==> src/rtl/fifo_wr_stream_if.sv <==
// Write-side stream and FIFO-control bundle for fifo_wr_stream.
// The slave view is the write front end; the master view drives the
// producer stream plus the pointer-stage status signals.
interface fifo_wr_stream_if #(
  parameter int DSIZE    = 8,
  parameter int ADDRSIZE = 4
);
  logic                s_valid;
  logic [DSIZE-1:0]    s_data;
  logic                s_ready;
  logic                winc;
  logic [DSIZE-1:0]    wdata;
  logic                wfull;
  logic [ADDRSIZE:0]   wptr;
  logic [ADDRSIZE:0]   wq2_rptr;
  logic [ADDRSIZE:0]   wlevel;

  modport slave (
    input  s_valid, s_data, wfull, wptr, wq2_rptr,
    output s_ready, winc, wdata, wlevel
  );

  modport master (
    output s_valid, s_data, wfull, wptr, wq2_rptr,
    input  s_ready, winc, wdata, wlevel
  );
endinterface

==> src/rtl/fifo_wr_stream.sv <==
// Write-side front end of the async FIFO: two-entry skid buffer that keeps
// s_ready registered, write strobe gated by the registered full flag, and a
// registered occupancy estimate from the Gray write/read pointers.
module fifo_wr_stream #(
  parameter int DSIZE    = 8,
  parameter int ADDRSIZE = 4
) (
  input  logic                  wclk,
  input  logic                  wrst_n,
  fifo_wr_stream_if.slave       bus
);

  logic [1:0]          count_q, count_d;
  logic [DSIZE-1:0]    slot0_q, slot0_d;
  logic [DSIZE-1:0]    slot1_q, slot1_d;
  logic                s_ready_q, s_ready_d;
  logic [ADDRSIZE:0]   wlevel_q, wlevel_d;

  logic                push;
  logic                pop;
  logic [1:0]          count_after_pop;

  function automatic logic [ADDRSIZE:0] gray2bin(input logic [ADDRSIZE:0] g);
    logic [ADDRSIZE:0] b;
    b[ADDRSIZE] = g[ADDRSIZE];
    for (int i = ADDRSIZE - 1; i >= 0; i--) begin
      b[i] = b[i+1] ^ g[i];
    end
    return b;
  endfunction

  // Skid buffer next state: apply the pop first, then land any push in the lowest free slot.
  always_comb begin
    pop             = (count_q != 2'd0) && !bus.wfull;
    push            = bus.s_valid && s_ready_q;
    slot0_d         = slot0_q;
    slot1_d         = slot1_q;
    count_after_pop = count_q - {1'b0, pop};
    if (pop && (count_q == 2'd2)) begin
      slot0_d = slot1_q;
    end
    if (push) begin
      if (count_after_pop == 2'd0) begin
        slot0_d = bus.s_data;
      end else begin
        slot1_d = bus.s_data;
      end
    end
    count_d   = count_after_pop + {1'b0, push};
    s_ready_d = (count_d < 2'd2);
  end

  // Occupancy estimate: binary difference of the decoded Gray pointers, wrapping naturally.
  always_comb begin
    wlevel_d = gray2bin(bus.wptr) - gray2bin(bus.wq2_rptr);
  end

  // State registers; reset discards buffered words and holds off the producer.
  always_ff @(posedge wclk or negedge wrst_n) begin
    if (!wrst_n) begin
      count_q   <= 2'd0;
      slot0_q   <= '0;
      slot1_q   <= '0;
      s_ready_q <= 1'b0;
      wlevel_q  <= '0;
    end else begin
      count_q   <= count_d;
      slot0_q   <= slot0_d;
      slot1_q   <= slot1_d;
      s_ready_q <= s_ready_d;
      wlevel_q  <= wlevel_d;
    end
  end

  assign bus.s_ready = s_ready_q;
  assign bus.winc    = pop;
  assign bus.wdata   = slot0_q;
  assign bus.wlevel  = wlevel_q;

endmodule

==> src/flat_wrapper.sv <==
// flat-port wrapper written by rule: the top's interface ports become plain ports
module fifo_wr_stream_flat 
#(
  parameter int DSIZE    = 8,
  parameter int ADDRSIZE = 4
)
  (wclk, wrst_n, bus_s_valid, bus_s_data, bus_wfull, bus_wptr, bus_wq2_rptr, bus_s_ready, bus_winc, bus_wdata, bus_wlevel);
  fifo_wr_stream_if #(.DSIZE(DSIZE), .ADDRSIZE(ADDRSIZE)) bus_i ();
  input  logic wclk;
  input  logic wrst_n;
  input wire logic [$bits(bus_i.s_valid)-1:0] bus_s_valid;
  input wire logic [$bits(bus_i.s_data)-1:0] bus_s_data;
  input wire logic [$bits(bus_i.wfull)-1:0] bus_wfull;
  input wire logic [$bits(bus_i.wptr)-1:0] bus_wptr;
  input wire logic [$bits(bus_i.wq2_rptr)-1:0] bus_wq2_rptr;
  output wire logic [$bits(bus_i.s_ready)-1:0] bus_s_ready;
  output wire logic [$bits(bus_i.winc)-1:0] bus_winc;
  output wire logic [$bits(bus_i.wdata)-1:0] bus_wdata;
  output wire logic [$bits(bus_i.wlevel)-1:0] bus_wlevel;
  assign bus_i.s_valid = bus_s_valid;
  assign bus_i.s_data = bus_s_data;
  assign bus_i.wfull = bus_wfull;
  assign bus_i.wptr = bus_wptr;
  assign bus_i.wq2_rptr = bus_wq2_rptr;
  assign bus_s_ready = bus_i.s_ready;
  assign bus_winc = bus_i.winc;
  assign bus_wdata = bus_i.wdata;
  assign bus_wlevel = bus_i.wlevel;
  fifo_wr_stream #(.DSIZE(DSIZE), .ADDRSIZE(ADDRSIZE)) u_core (.wclk(wclk), .wrst_n(wrst_n), .bus(bus_i));
endmodule
==> config.mk <==
export PLATFORM = sky130hd
export DESIGN_NAME = fifo_wr_stream_flat
export DESIGN_NICKNAME = d
export VERILOG_FILES = /design/src/rtl/fifo_wr_stream_if.sv /design/src/rtl/fifo_wr_stream.sv /design/src/flat_wrapper.sv
export SDC_FILE = /design/constraint.sdc
export NUM_CORES = 1
export LEC_CHECK = 0
export BUFFER_PORTS_ARGS = -buffer_cell sky130_fd_sc_hd__buf_2
export CAP_MARGIN = 20
export CORE_MARGIN = 4
export CORE_UTILIZATION = 49
export CTS_CLUSTER_SIZE = 40
export DETAILED_ROUTE_END_ITERATION = 16
export GPL_TIMING_DRIVEN = 0
export PLACE_DENSITY = 0.82
export SYNTH_ARGS = -nofsm -noshare
export SYNTH_HDL_FRONTEND = slang
export SYNTH_SLANG_ARGS = --single-unit
export TNS_END_PERCENT = 50
==> constraint.sdc <==
create_clock -name wclk -period 2.3 [get_ports wclk]
set_input_delay 0.23 -clock wclk [delete_from_list [all_inputs] [get_ports wclk]]
set_output_delay 0.23 -clock wclk [all_outputs]
set_load 0.005 [all_outputs]
==> metrics.md <==
| Metric | Value |
|---|---|
| Crit path top cell by count | xnor2_1 |
| Initial antenna violation count | 0 |
| Postcts setup bufs | 0 |
| Clock Path Buffers | 2 |
| Max-Cap Viols | 0 |
| Async set-reset flop share out of synthesis | 100% |
| Hpwl dp | about 1700 µm |
| Pleak | a little under 0.7 nW |
| Synth Register Bits | 24 |
| Critical path's slowest cell | fa_1 |
| Crit path cell chain | buf_2 > xnor2_2 > xor2_1 > xor2_2 > xnor2_1 > ha_1 > inv_1 > fa_1 > a21o_1 > a21oi_1 > xnor2_1 |
| WP data required | 2.54 ns |
| Initial Util | 52.3% |
| IO Count | 37 |
| Net Count, Synth | about 120 |
| DRT Pass-1 Iters | 4 |
| Post-synthesis mux area share | about 14% |
| Rel. slew slack | 65.8% |
| Die area | around 3300 µm² |
| Status | finished, final reports clean |
| Starting DRT DRC Count | 17 |
| EDFF count, synth | 0 |
| Synth top area share | about half |
| Port buffer count | 36 |
| Share of layout cells above drive strength 1 | between 40% and 50% |
| Crit path DAT | 2.39 ns |
| Buf+Inv Stages, Crit Path | 2 |
| Setup WS post-layout | 0.147 ns |
| First-pass GRT wire length | roughly 3700 µm |
| HP Class | in -> reg |
| Area leader, netlist | dfrtp_1 |
| Synth top area cells | dfrtp_1 (51%), mux2_2 (7.6%), mux2i_1 (6.8%), ha_1 (6.4%), xnor2_1 (5.2%) |
| # H-tree levels | 1 |
| Max incr delay on CP | between 0.3 and 0.4 ns |
| Min Tclk post-route | about 2.2 ns |
| Worst skew pair latency | around 0.30 ns |
| Synth Area in Simple Gates | 4.78% |
| Final setup TNS | 0 ns |
| Startpoint Class | primary input |
| Routed length per placed instance | between 10 and 15 µm |
| Tot GR Track Use | roughly 14% |
| Register area share after synthesis | between 50% and 60% |
| Top cells by count, synth | dfrtp_1 (24), a21oi_1 (10), nor2_1 (10) |
| RSZ-0062 raised after global routing | false |
| Fmax | 464 MHz |
| Clock Sinks | 24 |
| # nets final | 165 |
| Slew @ Worst Pin | between 0.5 and 0.6 ns |
| Max FO, Critical Path | 3 |
| Number of global-route vias before repair | a little under 900 |
| # setup viols final | 0 |
| Max rail drop VDD | 0.658 mV |
| Mapped Area | about 1200 µm² |
| Synth Area in Adders | 8.07% |
| Cell Count Post-Placement | roughly 160 |
| Hold Fails Final Rpt | 0 |
| TritonCTS clock tree | done |
| Pwr/cell area | between 1000 and 1500 nW/µm² |
| Cell variety after synth | 19 |
| Final ANT Viol Nets | 0 |
| WL final | around 2200 µm |
| Compound-gate portion of the synthesized area | under 10% |
| Top_reg_cell synth | dfrtp_1 |
| Post-synthesis xor/xnor area fraction | between 10% and 20% |
| RePlAce Congestion | between 0.6 and 0.7 |
| Clk Tree Root Cell | clkbuf_4 |
| Synth warn | 0 |
| Final Non-Filler Cells | between 150 and 200 |
| Remaining DRCs | 0 |
| DP Worst Slack | -0.241 ns |
| Rows | 17 |
| CORE AREA | 2250 µm² |
| Clock skew | roughly 0.0088 ns |
| Largest net degree at the start of global routing | 25 |
| Vias | slightly above 800 |
| Clock slew at reported path FFs | approximately 0.12 ns |
| Final period util | roughly 94% |
| Die Ht | roughly 57 µm |
| Syn Inst Count | 94 |
| CTS Buf Count | 3 |
| Critical Path Sink Type | register |
| Pwr Total | roughly 0.0017 W |
| CP Class | in -> reg |
| Delay-heaviest family, CP | XOR/XNOR gates |
| Die W | about 57 µm |
| Syn Area/Cell | 12.5 µm² |
| Total gr overflow | 0 |
| Cell with the most instances after synthesis | dfrtp_1 |
| Vias per cell | between 5 and 6 |
| Largest family of logic cells by synthesized area | multiplexers |
| Area grow syn2layout | 22.1% |
| Antenna fix cells | 0 |
| Final max-slew violation count | 0 |
## cell type report
cell class	instances	area (µm²)
fillers	195	816
flip-flops and latches	24	601
multi-input cells	63	563
repair buffers	37	190
well taps	28	35.0
clock buffers	3	22.5
inverters	5	18.8
plain buffers	2	8.76
## state kept, by name, summed over array words and instances, names as in the netlist
register / count
u_core.bus.wlevel: 5
u_core.bus.s_ready: 1
u_core.count_q: 2
u_core.bus.wdata: 8
u_core.slot1_q: 8
## stage by stage
step / area, µm² / utilization [%] / hold WS, ns
final: 1440 / 63.8 / 0.174
after detailed placement: 1390 / 61.8 / 0.242
after global placement: 1390 / 61.8 / 0.230
after global routing: 1440 / 63.8 / 0.153
after CTS: 1430 / 63.3 / 0.163
after floorplan: 1180 / - / -0.0656
## where the power goes
group          internal [W]  total, W  switching [W]
logic              0.000400  0.000769       0.000369
registers          0.000644  0.000747       0.000103
clock network     0.0000609  0.000172       0.000111
total               0.00110   0.00169       0.000583
## worst reg2reg max path: cells and delay by family (launching register included)
family / cells / cell delay, ns
adders and majority gates: 1 / 0.20
xor gates and xnor gates: 1 / 0.38
DFF: 1 / 0.42
and+or+nand+nor: 4 / 0.55
buffers and inverters: 1 / 0.28
AOI/OAI and AO/OA: 1 / 0.06
## logic make-up (layout without fill, tap and decap cells)
logic type,count (synthesis),after routing
DFF,24,24
adders and majority gates,7,7
and+or+nand+nor,13,13
buffers and inverters,7,47
AOI/OAI and AO/OA,13,13
xor gates and xnor gates,14,14
muxes,16,16
## cell usage in the layout, fill, tap and decap left out
master / Yosys / routed
xor2_1: 3 / 2
clkbuf_2: 1 / 1
xnor2_1: 7 / 7
clkbuf_1: 1 / 1
xnor2_2: 1 / 1
nand3_2: 0 / 1
fa_1: 1 / 1
nor3b_1: 1 / 1
a21o_1: 2 / 2
and2_1: 1 / 1
a21boi_2: 1 / 1
nor2_1: 10 / 10
buf_2: 0 / 36
mux2i_1: 8 / 8
inv_1: 5 / 5
xor2_2: 3 / 4
a21oi_1: 10 / 10
mux2_2: 8 / 8
dfrtp_1: 24 / 24
clkbuf_4: 0 / 3
dlygate4sd3_1: 0 / 1
ha_1: 6 / 6
## routing by layer
| metal | wire, µm | GRT usage, % | up-vias |
|---|---|---|---|
| met1 | 816 | 15.5 | 395 |
| met4 | 29 | 4.97 | 0 |
| met2 | 1180 | 27.4 | 23 |
| li1 | - | - | 393 |
| met3 | 135 | 3.39 | 2 |
| met5 | 0 | 0 | - |
## final timing paths
check | start | to | slack (ns) | cells after the start
min in group asynchronous | wrst_n | u_core.bus.wdata[0] | 0.42 | 2
max in group asynchronous | wrst_n | u_core.slot1_q[1] | 1.53 | 2
setup / recovery | bus_wq2_rptr[4] | u_core.bus.wlevel[4] | 0.15 | 11
setup reg to reg | u_core.count_q[1] | u_core.bus.wdata[5] | 0.25 | 8
hold / removal | bus_s_data[7] | u_core.slot1_q[7] | 0.17 | 2
hold reg to reg | u_core.slot1_q[1] | u_core.slot1_q[1] | 0.53 | 1
## what timing repair did
action | 4_1_cts | 5_1_grt
gates resized for setup | 0 | 2
hold endpoints to repair | 24 | 0
hold buffers | 1 | 0
setup endpoints to repair | 0 | 2
Note: power is estimated with default switching activity, not from simulation.
